==> src/rtl/pulse_gen_pkg.sv <==
// Shared types and encodings for the sequenced pulse generator.
package pulse_gen_pkg;

    typedef enum logic [1:0] {
        IDLE = 2'd0,
        RUN  = 2'd1,
        DONE = 2'd2
    } state_t;

    localparam logic [1:0] MODE_HP0 = 2'b00;
    localparam logic [1:0] MODE_HP1 = 2'b01;
    localparam logic [1:0] MODE_HP2 = 2'b10;
    localparam logic [1:0] MODE_HYB = 2'b11;

    typedef enum logic [1:0] {
        STEP_HP0 = 2'd0,
        STEP_HP1 = 2'd1,
        STEP_HP2 = 2'd2
    } ramp_step_t;

    // HP0 -> HP1 -> HP2 -> HP0 ...
    function automatic ramp_step_t next_step(input ramp_step_t s);
        case (s)
            STEP_HP0: return STEP_HP1;
            STEP_HP1: return STEP_HP2;
            default:  return STEP_HP0;
        endcase
    endfunction

endpackage

==> src/rtl/tick_div.sv <==
// Free-running 1 Hz divider: 50% square wave plus a one-cycle strobe on
// each rising edge of that square wave. Also used by the display block.
module tick_div #(
    parameter int SEC_DIV = 100000000
) (
    input  logic clk,
    input  logic rst,
    output logic clk_1hz,
    output logic tick_1hz
);
    localparam int            DW      = $clog2(SEC_DIV);
    localparam logic [DW-1:0] HALF_M1 = DW'(SEC_DIV / 2 - 1);

    logic [DW-1:0] cnt;

    // Count half-periods; toggle the square wave and strobe on the 0->1 side.
    always_ff @(posedge clk or negedge rst) begin
        if (!rst) begin
            cnt      <= '0;
            clk_1hz  <= 1'b0;
            tick_1hz <= 1'b0;
        end else begin
            tick_1hz <= 1'b0;
            if (cnt == HALF_M1) begin
                cnt      <= '0;
                clk_1hz  <= ~clk_1hz;
                tick_1hz <= ~clk_1hz;
            end else begin
                cnt <= cnt + DW'(1);
            end
        end
    end

endmodule

==> src/rtl/pulse_gen_seq.sv <==
// Sequenced square-pulse generator with preset/runtime half-periods,
// continuous or burst runs, pulse counting and a 1 Hz side output.
// Optional: PULSE_GEN_SEQ_RAMP_EN makes mode 11 step HP0->HP1->HP2 on
// every 1 Hz tick while running instead of using hp_cfg.
module pulse_gen_seq
    import pulse_gen_pkg::*;
#(
    parameter int CNT_W   = 32,
    parameter int HP0     = 16,
    parameter int HP1     = 32,
    parameter int HP2     = 64,
    parameter int SEC_DIV = 100000000,
    parameter int PCNT_W  = 16
) (
    input  logic              clk,
    input  logic              rst,
    input  logic              start,
    input  logic [1:0]        mode,
    input  logic [CNT_W-1:0]  hp_cfg,
    input  logic [PCNT_W-1:0] burst_len,
    output logic              pulse,
    output logic              busy,
    output logic              done,
    output logic [PCNT_W-1:0] pulse_cnt,
    output logic              clk_1hz,
    output logic              tick_1hz
);
    logic [1:0]        rst_sync;
    logic              rst_i;
    state_t            state;
    logic              start_q;
    logic              start_rise;
    logic [PCNT_W-1:0] blen;
    logic [CNT_W-1:0]  phase;
    logic [CNT_W-1:0]  hp;
    logic [CNT_W-1:0]  sel_raw;
    logic [CNT_W-1:0]  sel_hp;

    // Assert asynchronously, release two clocks after rst rises.
    always_ff @(posedge clk or negedge rst) begin
        if (!rst) rst_sync <= 2'b00;
        else      rst_sync <= {rst_sync[0], 1'b1};
    end
    assign rst_i = rst_sync[1];

    assign start_rise = start & ~start_q;

    tick_div #(.SEC_DIV(SEC_DIV)) u_tick_div (
        .clk      (clk),
        .rst      (rst_i),
        .clk_1hz  (clk_1hz),
        .tick_1hz (tick_1hz)
    );

`ifdef PULSE_GEN_SEQ_RAMP_EN
    ramp_step_t step;

    // Ramp index sits at HP0 outside RUN and advances on each 1 Hz tick in RUN.
    always_ff @(posedge clk or negedge rst_i) begin
        if (!rst_i)             step <= STEP_HP0;
        else if (state != RUN)  step <= STEP_HP0;
        else if (tick_1hz)      step <= next_step(step);
    end
`endif

    // Candidate half-period from mode, clamped to at least one cycle.
    always_comb begin
        sel_raw = hp_cfg;
        case (mode)
            MODE_HP0: sel_raw = CNT_W'(HP0);
            MODE_HP1: sel_raw = CNT_W'(HP1);
            MODE_HP2: sel_raw = CNT_W'(HP2);
            default: begin
`ifdef PULSE_GEN_SEQ_RAMP_EN
                case (step)
                    STEP_HP0: sel_raw = CNT_W'(HP0);
                    STEP_HP1: sel_raw = CNT_W'(HP1);
                    default:  sel_raw = CNT_W'(HP2);
                endcase
`else
                sel_raw = hp_cfg;
`endif
            end
        endcase
        sel_hp = (sel_raw == '0) ? CNT_W'(1) : sel_raw;
    end

    // Run FSM; hp is only reloaded at entry and at toggles so pulse never runts.
    always_ff @(posedge clk or negedge rst_i) begin
        if (!rst_i) begin
            state     <= IDLE;
            start_q   <= 1'b0;
            blen      <= '0;
            pulse_cnt <= '0;
            phase     <= '0;
            hp        <= CNT_W'(1);
            pulse     <= 1'b0;
            busy      <= 1'b0;
            done      <= 1'b0;
        end else begin
            start_q <= start;
            case (state)
                IDLE: begin
                    if (start_rise) begin
                        state     <= RUN;
                        busy      <= 1'b1;
                        blen      <= burst_len;
                        pulse_cnt <= '0;
                        phase     <= '0;
                        pulse     <= 1'b0;
                        hp        <= sel_hp;
                    end
                end
                RUN: begin
                    if (!start) begin
                        state <= IDLE;
                        busy  <= 1'b0;
                        pulse <= 1'b0;
                        phase <= '0;
                    end else if (phase == hp - CNT_W'(1)) begin
                        phase <= '0;
                        pulse <= ~pulse;
                        hp    <= sel_hp;
                        if (!pulse) begin
                            if (pulse_cnt != '1) pulse_cnt <= pulse_cnt + PCNT_W'(1);
                        end else if (blen != '0 && pulse_cnt == blen) begin
                            state <= DONE;
                            busy  <= 1'b0;
                            done  <= 1'b1;
                        end
                    end else begin
                        phase <= phase + CNT_W'(1);
                    end
                end
                DONE: begin
                    if (!start) begin
                        state <= IDLE;
                        done  <= 1'b0;
                    end
                end
                default: begin
                    state <= IDLE;
                    busy  <= 1'b0;
                    done  <= 1'b0;
                    pulse <= 1'b0;
                end
            endcase
        end
    end

endmodule
==> config.mk <==
export PLATFORM = sky130hd
export DESIGN_NAME = pulse_gen_seq
export DESIGN_NICKNAME = d
export VERILOG_FILES = /design/src/rtl/pulse_gen_pkg.sv /design/src/rtl/tick_div.sv /design/src/rtl/pulse_gen_seq.sv
export SDC_FILE = /design/constraint.sdc
export NUM_CORES = 1
export LEC_CHECK = 0
export ABC_CLOCK_PERIOD_IN_PS = 4800
export BUFFER_PORTS_ARGS = -buffer_cell sky130_fd_sc_hd__clkbuf_2
export CORE_MARGIN = 5
export CORE_UTILIZATION = 55
export CTS_CLUSTER_DIAMETER = 60
export DETAILED_ROUTE_END_ITERATION = 7
export PLACE_DENSITY = 0.76
export SETUP_SLACK_MARGIN = 0.05
export SLEW_MARGIN = 40
export SYNTH_ARGS = -nofsm -noshare
export SYNTH_HDL_FRONTEND = slang
export SYNTH_SLANG_ARGS = --single-unit
==> constraint.sdc <==
create_clock -name clk -period 4.8 [get_ports clk]
set_input_delay 0.96 -clock clk [delete_from_list [all_inputs] [get_ports clk]]
set_output_delay 0.96 -clock clk [all_outputs]
set_load 0.01 [all_outputs]
[Word level (Yosys, flattened, before mapping)]
Index checks and enable logic that the tools add are counted.
Operators by class
  $add $sub $neg: 4
  bitwise logic cells: 6
  equality and inequality tests: 19
  reduce and logical (&&, ||, !) cells: 14
  multiplexer cells: 41
Operators by type and width (number)
  32-bit 2-to-1 mux: 7
  32-bit one-hot mux with 2 select lines: 2
  32-bit one-hot mux with 3 select lines: 1
  16-bit 2-to-1 mux: 5
  32-bit by 1-bit adder with 32-bit output, second input constant: 1
  32-bit == test: 1
  32-bit zero test: 1
  16-bit one-hot mux with 2 select lines: 1
  32-bit by 1-bit subtractor with 32-bit output, second input constant: 1
  27-bit by 1-bit adder with 27-bit output, second input constant: 1
  27-bit by 26-bit == test with 1-bit output, second input constant: 1
  27-bit 2-to-1 mux: 1
  16-bit by 1-bit adder with 16-bit output, second input constant: 1
  16-bit == test: 1
  16-bit inequality test, second input constant: 1
  2-bit inequality test, second input constant: 8
  16-bit nonzero test: 1
  1-bit 2-to-1 mux: 14
  2-bit 2-to-1 mux: 6
  6-bit AND reduction: 2
  5-bit AND reduction: 2
  3-bit inequality test, second input constant: 3
  1-bit one-hot mux with 3 select lines: 3
  2-bit one-hot mux with 3 select lines: 1
  10 further kinds: 18
Word-level totals
  word-level logic and storage cells: 97
  input bits: 53
  register bits after elaboration: 133

[Logic depth before layout (Yosys ltp)]
  depth in word-level cells: 7
  depth in mapped cells: 14
  gate-level depth less buffers: 11

[Hierarchy]
From an unflattened synthesis, not the netlist that was laid out.
Unflattened totals
  cells, all modules: 796
  area, all modules: 7786.2 µm²
Modules (own cells, without submodules)
  pulse_gen_seq: area each 6354.8 µm², instances 1, cells each 658
  tick_div: area each 1431.4 µm², instances 1, cells each 138

[Worst setup path after synthesis]
No wires, ideal clock.
  path kind: register to register
  from: register hp[8]
  to: register hp[10]
  cell stages (with the launch flop): 12
  setup slack: 1.369 ns
  library setup time: 0.125 ns
  arrival: 3.306 ns
  buffers on the path: 2
  cell sequence: dfrtp_1 clkbuf_2 nor4_1 nand2_1 or4_1 xnor2_1 o221a_2 o22ai_1 nand4_2 a21oi_4 buf_12 mux2_4
Between the ends
  longest elaborated chain between the ends: 4
RTL lines
  start: declaration: line pulse_gen_seq.sv:35  | logic [CNT_W-1:0] hp;
  start signal: assignment: line pulse_gen_seq.sv:111  | hp <= sel_hp;
  start signal: assignment: line pulse_gen_seq.sv:123  | hp <= sel_hp;
  32-bit by 1-bit subtractor with 32-bit output: line pulse_gen_seq.sv:120  | end else if (phase == hp - CNT_W'(1)) begin
  32-bit == test: line pulse_gen_seq.sv:120
  2-bit inequality test (no source line)
  4-bit AND reduction (no source line)
No other way between the ends.
A chain may end at the register's enable or synchronous reset.

[Worst setup path in the final report]
  from: register hp[1]
  to: register pulse_cnt[13]
Between the ends
  longest elaborated chain between the ends: 4
RTL lines
  32-bit by 1-bit subtractor with 32-bit output: line pulse_gen_seq.sv:120
  32-bit == test: line pulse_gen_seq.sv:120
  2-bit inequality test (no source line)
  6-bit AND reduction (no source line)
  end signal: assignment: line pulse_gen_seq.sv:125  | if (pulse_cnt != '1) pulse_cnt <= pulse_cnt + PCNT_W'(1);
  end: declaration: line pulse_gen_seq.sv:24  | output logic [PCNT_W-1:0] pulse_cnt,
No other way between the ends.

==> reports/metrics.cfg <==
[synth]
synth_edf_count=0
syn-mean-instance-area_um2=9.50
synth_cell_type_count=72
netlist_area_mm2=0.00785
syn_inst=826
synth-adder-area-share_pct=0.638
yosys_warnings=0
synth_top_cell_by_area=dfrtp_1
ys_async_sr_fraction_pct=100
syn_nets=883
synth_xor_area_share_pct=12.2
yosysTopAreaCellShare_pct=42.1
ys_seq_elements=133
synth-compound-area-share_pct=8.42
ys_seq_area_share_pct=42.4
synth_top_family_by_area=simple AND/OR/NAND/NOR gates
synthMuxAreaShare_pct=6.23
yosys.area_share.simple_pct=26.6
ys_top_cells_by_area=dfrtp_1, xnor2_1, xor2_1, mux2_4, nand2_1
synthFlopType=dfrtp_1

[die]
die-area_mm2=0.0168
pin_count=74
initial_core_util_pct=56.3
core_mm2=0.0139
die_y_um=129
placementRows=43
die_x_um=129

[power]
pwr-share-comb_pct=16.0
power_switching_uw=916
internal_power_uw=2360
power.share.clock_pct=44.5
p_leak_uw=0.00405
vdd_drop_max_uv=231
p_per_area_mw_per_mm2=366
seqPwrFrac_pct=39.5
netSwitchingFraction_pct=27.9

[detailed_routing]
vias=6379
routed_wl_um=19000
ant_nets=0
drt-wirelength-per-cell_um=17.6
detail_route.vias_per_cell=5.92
drt_first_pass_iters=5
drt_first_iter_violations=604
route.detailed.drc=0

[clock_network]
insertion_delay_ps=430
holdBufCountCts=0
cts_setup_buffers=0
h-tree-depth=4
cts.sinks=133
cts-resized-gates=0
clockRootBuffer=clkbuf_16
cts_buffers=17
cts_buffer_depth=2
tritoncts=built
clk_pin_slew_ps=60

[worst_setup_path]
start_kind=flop
arrival_ps=4380
cp_max_fo=34
required_ps=5150
endpoint_kind=flop
crit_type=reg -> reg

[timing]
skew_ps=12.8
hold_ws_ps=285
fmax_mhz=248
hold_violations=0
tightest_slew_ps=833
min_period_ps=4030
drv_slew=0
slew_headroom_pct=44.0
rsz0062_at_grt=false
fin_setup_tns_ps=0
setup_viol=0
min_period_over_period_pct=84.0

[global_routing]
grt_pass1_vias=6287
grt_use_total_pct=24.0
antenna_found_initial=0
grt_remaining_overflow=0
grt_pass1_wl_um=32200
grt_max_degree=54

[placed_design]
gp_congestion=0.915
io_buffers=73
dp_hpwl_um=13500

[worst_hold_path]
holdCritPathClass=reg -> async

[outcome]
status=complete, no violations

[finish]
mostFrequentLayoutCells=dfrtp_1, nand2_1, nor2_1
syn_to_final_growth_pct=14.3
drive_gt1_share_pct=18.2
fin_nets=942
n_antenna_cell=0
final_common_cell=dfrtp_1

[job]
drv_cap=0

## flip-flops by register name, indices dropped and copies added (netlist names)
| register | cells |
|---|---|
| rst_sync | 2 |
| phase | 32 |
| u_tick_div.cnt | 27 |
| busy | 1 |
| u_tick_div.clk_1hz | 1 |
| u_tick_div.tick_1hz | 1 |
| pulse_cnt | 16 |
| start_q | 1 |
| done | 1 |
| hp | 32 |
| pulse | 1 |
| blen | 16 |
| state | 2 |
## layout make-up
class,instances,area [um2]
tap,180,225
sequential,133,3330
fill,1124,4960
clock inverter,13,218
timing repair buffer,80,430
inverter,15,56.3
multi-input combinational,638,4270
clock buffer,19,443
## kinds of logic (layout without fill, tap and decap cells)
group                      count (synthesis)  after routing
AOI/OAI and AO/OA                         96             96
xor gates and xnor gates                 109            109
adders and majority gates                  4              4
buffers and inverters                     55            127
DFF                                      133            133
muxes                                     36             36
other                                      1              1
and+or+nand+nor                          392            392
## metal layers
layer  global-route usage, %  share of wire [%]  vias up
met5                       0                  0        -
met1                    34.3                 46     3063
met3                    3.87                4.8       36
li1                        -                  -     3080
met2                    37.3                 47      200
met4                    8.62                2.2        0
## metrics by stage
stage	util, %	cells	setup slack (ps)	total power [uW]	instance area, um2
finish	64.4	1078	768	3280	8980
global route	64.4	1078	409	3420	8980
CTS	64.4	1078	823	3290	8980
detailed placement	59.7	1046	880	1820	8320
global placement	59.6	1046	862	1810	8300
floorplan	-	826	822	1690	7850
## worst max-delay path: stages (launching register included)
cell and delay [ps]:
dfrtp_1 440, inv_1 110, ha_1 240, nor3b_1 510, nand2_1 280, or4_1 520
xnor2_1 150, o221a_2 260, o22ai_1 320, a31oi_4 380, or4_1 590, a21oi_1 150
## power by group through the flow
stage / Clock (uW) / Sequential [uW] / Combinational, uW
3_5_place_dp: 0 / 1310 / 515
5_1_grt: 1530 / 1310 / 580
4_1_cts: 1480 / 1290 / 523
6_report: 1460 / 1300 / 524
3_3_place_gp: 0 / 1310 / 507
2_1_floorplan: 0 / 1280 / 407
## worst paths after layout
| kind | cells after the start | to | from | slack [ps] |
|---|---|---|---|---|
| max | 11 | pulse_cnt[13] | hp[1] | 770 |
| min | 0 | hp[26] | rst_sync[1] | 280 |
| max reg2reg | 11 | pulse_cnt[13] | hp[1] | 770 |
| min reg2reg | 0 | hp[26] | rst_sync[1] | 280 |
| max in group asynchronous | 1 | phase[10] | rst_sync[1] | 3460 |
| min in group clk | 0 | rst_sync[1] | rst_sync[0] | 350 |
## cells in the mapped netlist, types with 4 or more instances
library cell  count
nand2b_1          6
inv_1            15
nand3_1          45
o211ai_1          5
or4_1             7
clkbuf_1         27
ha_1              4
nor3_1           28
and3_1           34
xnor2_1          56
nand4_1          27
nor2b_1           4
xor2_1           53
nand2_1          91
mux2_4           25
a21oi_1          24
and4_1            9
nor4_1           20
nor2_1           77
o21ai_0          23
mux2i_1           8
or3_1            14
o31ai_1           5
buf_2             7
dfrtp_1         132
No activity file was read; power rests on OpenSTA's default activity.
